`src/rtl/fetch_unit_pkg.sv`:
```
// ============================================================================
// Module : fetch_unit_pkg
// Purpose: Shared definitions for the instruction-fetch stage.
//          - Global defines (include-guarded): INSTRMEM_SIZE, FETCH_RESET_PC,
//            NOP_INSTR (the bubble encoding decode inserts).
//          - Fetch-buffer entry layout and a PC alignment helper.
// Ports  : none (package)
// Rev    : 1.0  initial release
// ============================================================================
`default_nettype none

`ifndef FETCH_DEFINES_VH
`define FETCH_DEFINES_VH
`define INSTRMEM_SIZE  256
`define FETCH_RESET_PC 32'h0000_0000
`define NOP_INSTR      32'h0000_0013
`endif

package fetch_unit_pkg;

  // Width of one buffered {pc, instr} pair.
  localparam int unsigned FETCH_ENTRY_W = 64;

  // NOP encoding, exported for the decode stage.
  localparam logic [31:0] NOP_INSTR = `NOP_INSTR;

  typedef struct packed {
    logic [31:0] pc;
    logic [31:0] instr;
  } fetch_entry_t;

  // Force a byte address onto a word boundary.
  function automatic logic [31:0] align_word(input logic [31:0] addr);
    return addr & ~32'h0000_0003;
  endfunction

endpackage

`default_nettype wire

```
`src/rtl/fetch_fifo.sv`:
```
// ============================================================================
// Module : fetch_fifo
// Purpose: Small synchronous FIFO between fetch and decode. A push into a
//          full FIFO is accepted when a pop happens in the same cycle.
//          Flush empties the FIFO (entries themselves are left untouched).
// Ports  : clk, reset (sync, active-low)
//          push, pop, flush  - control
//          din / dout        - WIDTH-bit entry in / head entry out
//          empty, full       - status
//          count             - number of valid entries (0..DEPTH)
// Rev    : 1.0  initial release
// ============================================================================
`default_nettype none

module fetch_fifo #(
  parameter  int WIDTH = 64,
  parameter  int DEPTH = 2,
  localparam int PTR_W = $clog2(DEPTH),
  localparam int CNT_W = PTR_W + 1
) (
  input  logic             clk,
  input  logic             reset,
  input  logic             push,
  input  logic             pop,
  input  logic             flush,
  input  logic [WIDTH-1:0] din,
  output logic [WIDTH-1:0] dout,
  output logic             empty,
  output logic             full,
  output logic [CNT_W-1:0] count
);

  logic [WIDTH-1:0] mem_q [DEPTH];
  logic [PTR_W-1:0] rd_ptr_q, rd_ptr_d;
  logic [PTR_W-1:0] wr_ptr_q, wr_ptr_d;
  logic [CNT_W-1:0] count_q, count_d;
  logic             w_pop;
  logic             w_push;

  assign empty = (count_q == '0);
  assign full  = (count_q == CNT_W'(DEPTH));
  assign count = count_q;
  assign dout  = mem_q[rd_ptr_q];

  // When full, wr_ptr == rd_ptr: the incoming entry lands in the slot being
  // vacated by the simultaneous pop, which becomes the new tail.
  assign w_pop  = pop & ~empty;
  assign w_push = push & (~full | w_pop) & ~flush;

  always_comb begin
    rd_ptr_d = rd_ptr_q;
    wr_ptr_d = wr_ptr_q;
    count_d  = count_q;
    if (flush) begin
      rd_ptr_d = '0;
      wr_ptr_d = '0;
      count_d  = '0;
    end else begin
      if (w_pop)  rd_ptr_d = rd_ptr_q + PTR_W'(1);
      if (w_push) wr_ptr_d = wr_ptr_q + PTR_W'(1);
      count_d = count_q + CNT_W'(w_push) - CNT_W'(w_pop);
    end
  end

  always_ff @(posedge clk) begin
    if (!reset) begin
      rd_ptr_q <= '0;
      wr_ptr_q <= '0;
      count_q  <= '0;
      for (int i = 0; i < DEPTH; i++) begin
        mem_q[i] <= '0;
      end
    end else begin
      rd_ptr_q <= rd_ptr_d;
      wr_ptr_q <= wr_ptr_d;
      count_q  <= count_d;
      if (w_push) begin
        mem_q[wr_ptr_q] <= din;
      end
    end
  end

endmodule

`default_nettype wire

```
`src/rtl/fetch_unit.sv`:
```
// ============================================================================
// Module : fetch_unit
// Purpose: Instruction-fetch stage. Owns the PC, addresses the instruction
//          memory (combinational read, zero latency), and buffers {pc, instr}
//          pairs toward decode with a valid/ready handshake. A redirect from
//          execute flushes the buffer and reloads the PC (word-aligned).
// Ports  : clk, reset (sync, active-low)
//          imem_addr  - word address to instruction memory (pc[ADDR_W+1:2])
//          imem_instr - instruction read at imem_addr, same cycle
//          redirect_valid / redirect_pc - branch/jump target from execute
//          out_valid / out_ready / out_instr / out_pc - decode handshake
//          fetch_count, stall_count - perf counters (FETCH_PERF_EN only)
// Config : define FETCH_PERF_EN to add the performance counters.
// Rev    : 1.0  initial release
// ============================================================================
`default_nettype none

module fetch_unit
  import fetch_unit_pkg::*;
#(
  parameter  int          IMEM_SIZE  = `INSTRMEM_SIZE,
  parameter  logic [31:0] RESET_PC   = `FETCH_RESET_PC,
  parameter  int          FIFO_DEPTH = 2,
  localparam int          ADDR_W     = $clog2(IMEM_SIZE)
) (
  input  logic              clk,
  input  logic              reset,
  output logic [ADDR_W-1:0] imem_addr,
  input  logic [31:0]       imem_instr,
  input  logic              redirect_valid,
  input  logic [31:0]       redirect_pc,
  output logic              out_valid,
  input  logic              out_ready,
  output logic [31:0]       out_instr,
  output logic [31:0]       out_pc
`ifdef FETCH_PERF_EN
  ,
  output logic [31:0]       fetch_count,
  output logic [31:0]       stall_count
`endif
);

  localparam int CNT_W = $clog2(FIFO_DEPTH) + 1;

  logic [31:0]      pc_q, pc_d;
  logic             w_pop;
  logic             w_push;
  logic             w_empty;
  logic             w_full;
  logic [CNT_W-1:0] w_count;
  fetch_entry_t     w_din;
  fetch_entry_t     w_dout;

  // Upper PC bits beyond the memory depth are dropped, so the address wraps
  // modulo IMEM_SIZE while the PC itself wraps modulo 2^32.
  assign imem_addr = pc_q[ADDR_W+1:2];

  assign out_valid = ~w_empty;
  assign out_instr = w_dout.instr;
  assign out_pc    = w_dout.pc;

  assign w_pop  = out_valid & out_ready;
  assign w_push = ~redirect_valid & ((w_count < CNT_W'(FIFO_DEPTH)) | w_pop);

  assign w_din = '{pc: pc_q, instr: imem_instr};

  always_comb begin
    pc_d = pc_q;
    if (redirect_valid) begin
      pc_d = align_word(redirect_pc);
    end else if (w_push) begin
      pc_d = pc_q + 32'd4;
    end
  end

  always_ff @(posedge clk) begin
    if (!reset) begin
      pc_q <= RESET_PC;
    end else begin
      pc_q <= pc_d;
    end
  end

  // A pop coinciding with a redirect is still accepted by decode; the flush
  // simply overrides its effect on the buffer state.
  fetch_fifo #(
    .WIDTH (FETCH_ENTRY_W),
    .DEPTH (FIFO_DEPTH)
  ) u_fifo (
    .clk   (clk),
    .reset (reset),
    .push  (w_push),
    .pop   (w_pop),
    .flush (redirect_valid),
    .din   (w_din),
    .dout  (w_dout),
    .empty (w_empty),
    .full  (w_full),
    .count (w_count)
  );

`ifdef FETCH_PERF_EN
  logic [31:0] fetch_count_q;
  logic [31:0] stall_count_q;

  // Counters survive redirects; only reset clears them.
  always_ff @(posedge clk) begin
    if (!reset) begin
      fetch_count_q <= '0;
      stall_count_q <= '0;
    end else begin
      fetch_count_q <= fetch_count_q + 32'(w_pop);
      stall_count_q <= stall_count_q + 32'(w_full & ~w_pop);
    end
  end

  assign fetch_count = fetch_count_q;
  assign stall_count = stall_count_q;
`else
  logic w_unused_full;
  assign w_unused_full = w_full;
`endif

endmodule

`default_nettype wire

```
`config.mk`:
```
export PLATFORM = sky130hd
export DESIGN_NAME = fetch_unit
export DESIGN_NICKNAME = d
export VERILOG_FILES = /design/src/rtl/fetch_unit_pkg.sv /design/src/rtl/fetch_fifo.sv /design/src/rtl/fetch_unit.sv
export SDC_FILE = /design/constraint.sdc
export NUM_CORES = 1
export LEC_CHECK = 0
export CORE_ASPECT_RATIO = 1.4
export CORE_MARGIN = 2
export CORE_UTILIZATION = 48
export CTS_CLUSTER_SIZE = 20
export DETAILED_ROUTE_END_ITERATION = 8
export PLACE_DENSITY = 0.82
export SLEW_MARGIN = 20
export SYNTH_ARGS = -nofsm -noshare
export SYNTH_HDL_FRONTEND = slang
export SYNTH_HIERARCHICAL = 1
export SYNTH_SLANG_ARGS = --single-unit
```
`constraint.sdc`:
```
create_clock -name clk -period 7 [get_ports clk]
set_input_delay 0.7 -clock clk [delete_from_list [all_inputs] [get_ports clk]]
set_output_delay 0.7 -clock clk [all_outputs]
set_load 0.01 [all_outputs]
```
==> impl_metrics.tcl <==
set metrics [dict create \
    synthesis.area_um2 7830 \
    row_count 55 \
    cts_tree "built" \
    die_height_um 155 \
    cp-end-kind "flip-flop" \
    post_cts_buffers 0 \
    worstPathCellList "nor2_1 > nand2b_1 > a21oi_1 > nand2_1 > o31ai_4 > buf_4" \
    cts.sinks 163 \
    hold_path_class "flip-flop to flip-flop" \
    seqPwrFrac 0.492 \
    first_pass_iters 6 \
    path_max_fanout 64 \
    grt.total_usage 0.198 \
    n_fill_cell 1269 \
    grt.overflow.total 0 \
    syn_avg_cell_area_um2 12.7 \
    io_pins 141 \
    pwr-share-clk 0.409 \
    p_per_area_nw_per_um2 232 \
    slowest_delay_ns 0.82 \
    cts.path.max_buffers 2 \
    insertion_delay_ns 0.41 \
    route.detailed.drc 0 \
    io_buffer_count 138 \
    syn_inst 615 \
    syn_to_final_growth_pct 26.6 \
    diodes 0 \
    setup_tns_ns 0 \
    drt-wirelength-per-cell_um 17.9 \
    htreeDepth 4 \
    core_area_um2 16100 \
    initial_core_util 0.486 \
    multi_input_area_um2 3030 \
    drive_gt1_frac 0.219 \
    cts_made_buffers 17 \
    cap_violations 0 \
    avgViaCountPerCell 5.55 \
    cp.required_ns 7.03 \
    fin_skew_ns 0.00726 \
    die-area_um2 17400 \
    globalplace.congestion 0.806 \
    finalCoreUtilization 0.616 \
    finalHoldViolations 0 \
    p_comb_frac 0.098 \
    run_status "complete, no violations" \
    dp_hpwl_mm 10.8 \
    postCtsHoldBufs 0 \
    grt_max_degree 66 \
    report.final.slew_viol_count 0 \
    max-slew-margin-rel 0.392 \
    post-route-min-period_ns 3.41 \
    max_slew.worst_pin.slew_ns 0.912 \
    vias 5281 \
    initialDrtViolationCount 374 \
    p_int_mw 1.80 \
    die_width_um 112 \
    post_cts_resized 0 \
    crit_type "flip-flop to flip-flop" \
    rsz0062_at_grt "no" \
    peakVddDrop_uv 150 \
    path_clk_slew_ns 0.06 \
    cp-start-kind "flip-flop" \
    p_switching_mw 0.505 \
    finalCritPeriodShare 0.487 \
    ant_nets 0 \
    final_cell_mix "clkdlybuf4s50_1 (138), edfxtp_1 (128), and2_1 (78)" \
    yosysWarnings 6 \
    cts_root_buf "clkbuf_16" \
    fmax_ghz 0.294 \
    final_common_cell "clkdlybuf4s50_1" \
    antenna_found_initial 0 \
    ff_latch_area_um2 4550 \
    crit_arrival_ns 3.44 \
    routed_wl_mm 17.0 \
    swShare 0.219 \
    grt_pass1_vias 5331 \
    nNetsFinal 809 \
    grt_pass1_wl_mm 27.3 \
    p_leak_nw 3.66 \
    finalSetupViolCount 0 \
    slowest_stage "dfxtp_1" \
]
-- stage by stage --
step / power, mW / cell area [um2] / worst slack (ns) / std cells / hold slack (ns)
after floorplan: 1.26 / 7850 / 0.137 / 618 / 0.481
after global placement: 1.37 / 9320 / 3.59 / 919 / 0.499
after global routing: 2.38 / 9920 / 3.34 / 951 / 0.588
after detailed placement: 1.38 / 9320 / 3.51 / 919 / 0.523
after CTS: 2.32 / 9920 / 3.60 / 951 / 0.545
final: 2.30 / 9920 / 3.59 / 951 / 0.547
-- final cells by class --
class | count | share of cell area
inverter | 12 | 0.00454
timing repair buffer | 146 | 0.145
multi-input combinational | 399 | 0.306
sequential | 163 | 0.458
clock buffer | 19 | 0.0447
tap | 199 | 0.0251
clock inverter | 13 | 0.0160
-- power by group through the flow --
stage,Clock [mW],Combinational (mW),Sequential (mW)
final,0.942,0.226,1.13
after CTS,0.959,0.228,1.13
after detailed placement,0,0.226,1.15
after floorplan,0,0.114,1.15
after global routing,0.997,0.243,1.14
after global placement,0,0.222,1.15
-- final timing paths --
path	startpoint	endpoint	slack, ns	cells after the start
setup / recovery	u_fifo/count[1]$_SDFF_PP0_	u_fifo/mem_q[1][29]$_SDFFCE_PN0P_	3.59	6
setup reg to reg	u_fifo/count[1]$_SDFF_PP0_	u_fifo/mem_q[1][29]$_SDFFCE_PN0P_	3.59	6
hold / removal	u_fifo/rd_ptr_q$_SDFFE_PP0P_	flip-flop	0.55	2
hold reg to reg	u_fifo/rd_ptr_q$_SDFFE_PP0P_	flip-flop	0.55	2
-- critical path: cells and delay by family, from the launching register on --
family / cells / cell delay, ns
AND/OR/NAND/NOR: 3 / 0.85
AO/OA/AOI/OAI: 2 / 0.59
buffers and inverters: 1 / 0.73
flip-flops: 1 / 0.82
-- sequential cells by signal, indices dropped and copies added, names as in the netlist, named ones only --
signal           cells
pc_q                30
u_fifo/count         2
u_fifo/wr_ptr_q      1
u_fifo/rd_ptr_q      1
u_fifo/mem_q       128
-- per-layer routing --
layer  routed length [um]  up-vias  GRT usage
met1                 6720     2567      0.234
met3                  880       32     0.0390
li1                     -     2492          -
met4                  353        0     0.0656
met5                    0        -          0
met2                 9080      190      0.360
No activity file was read; power rests on OpenSTA's default activity.
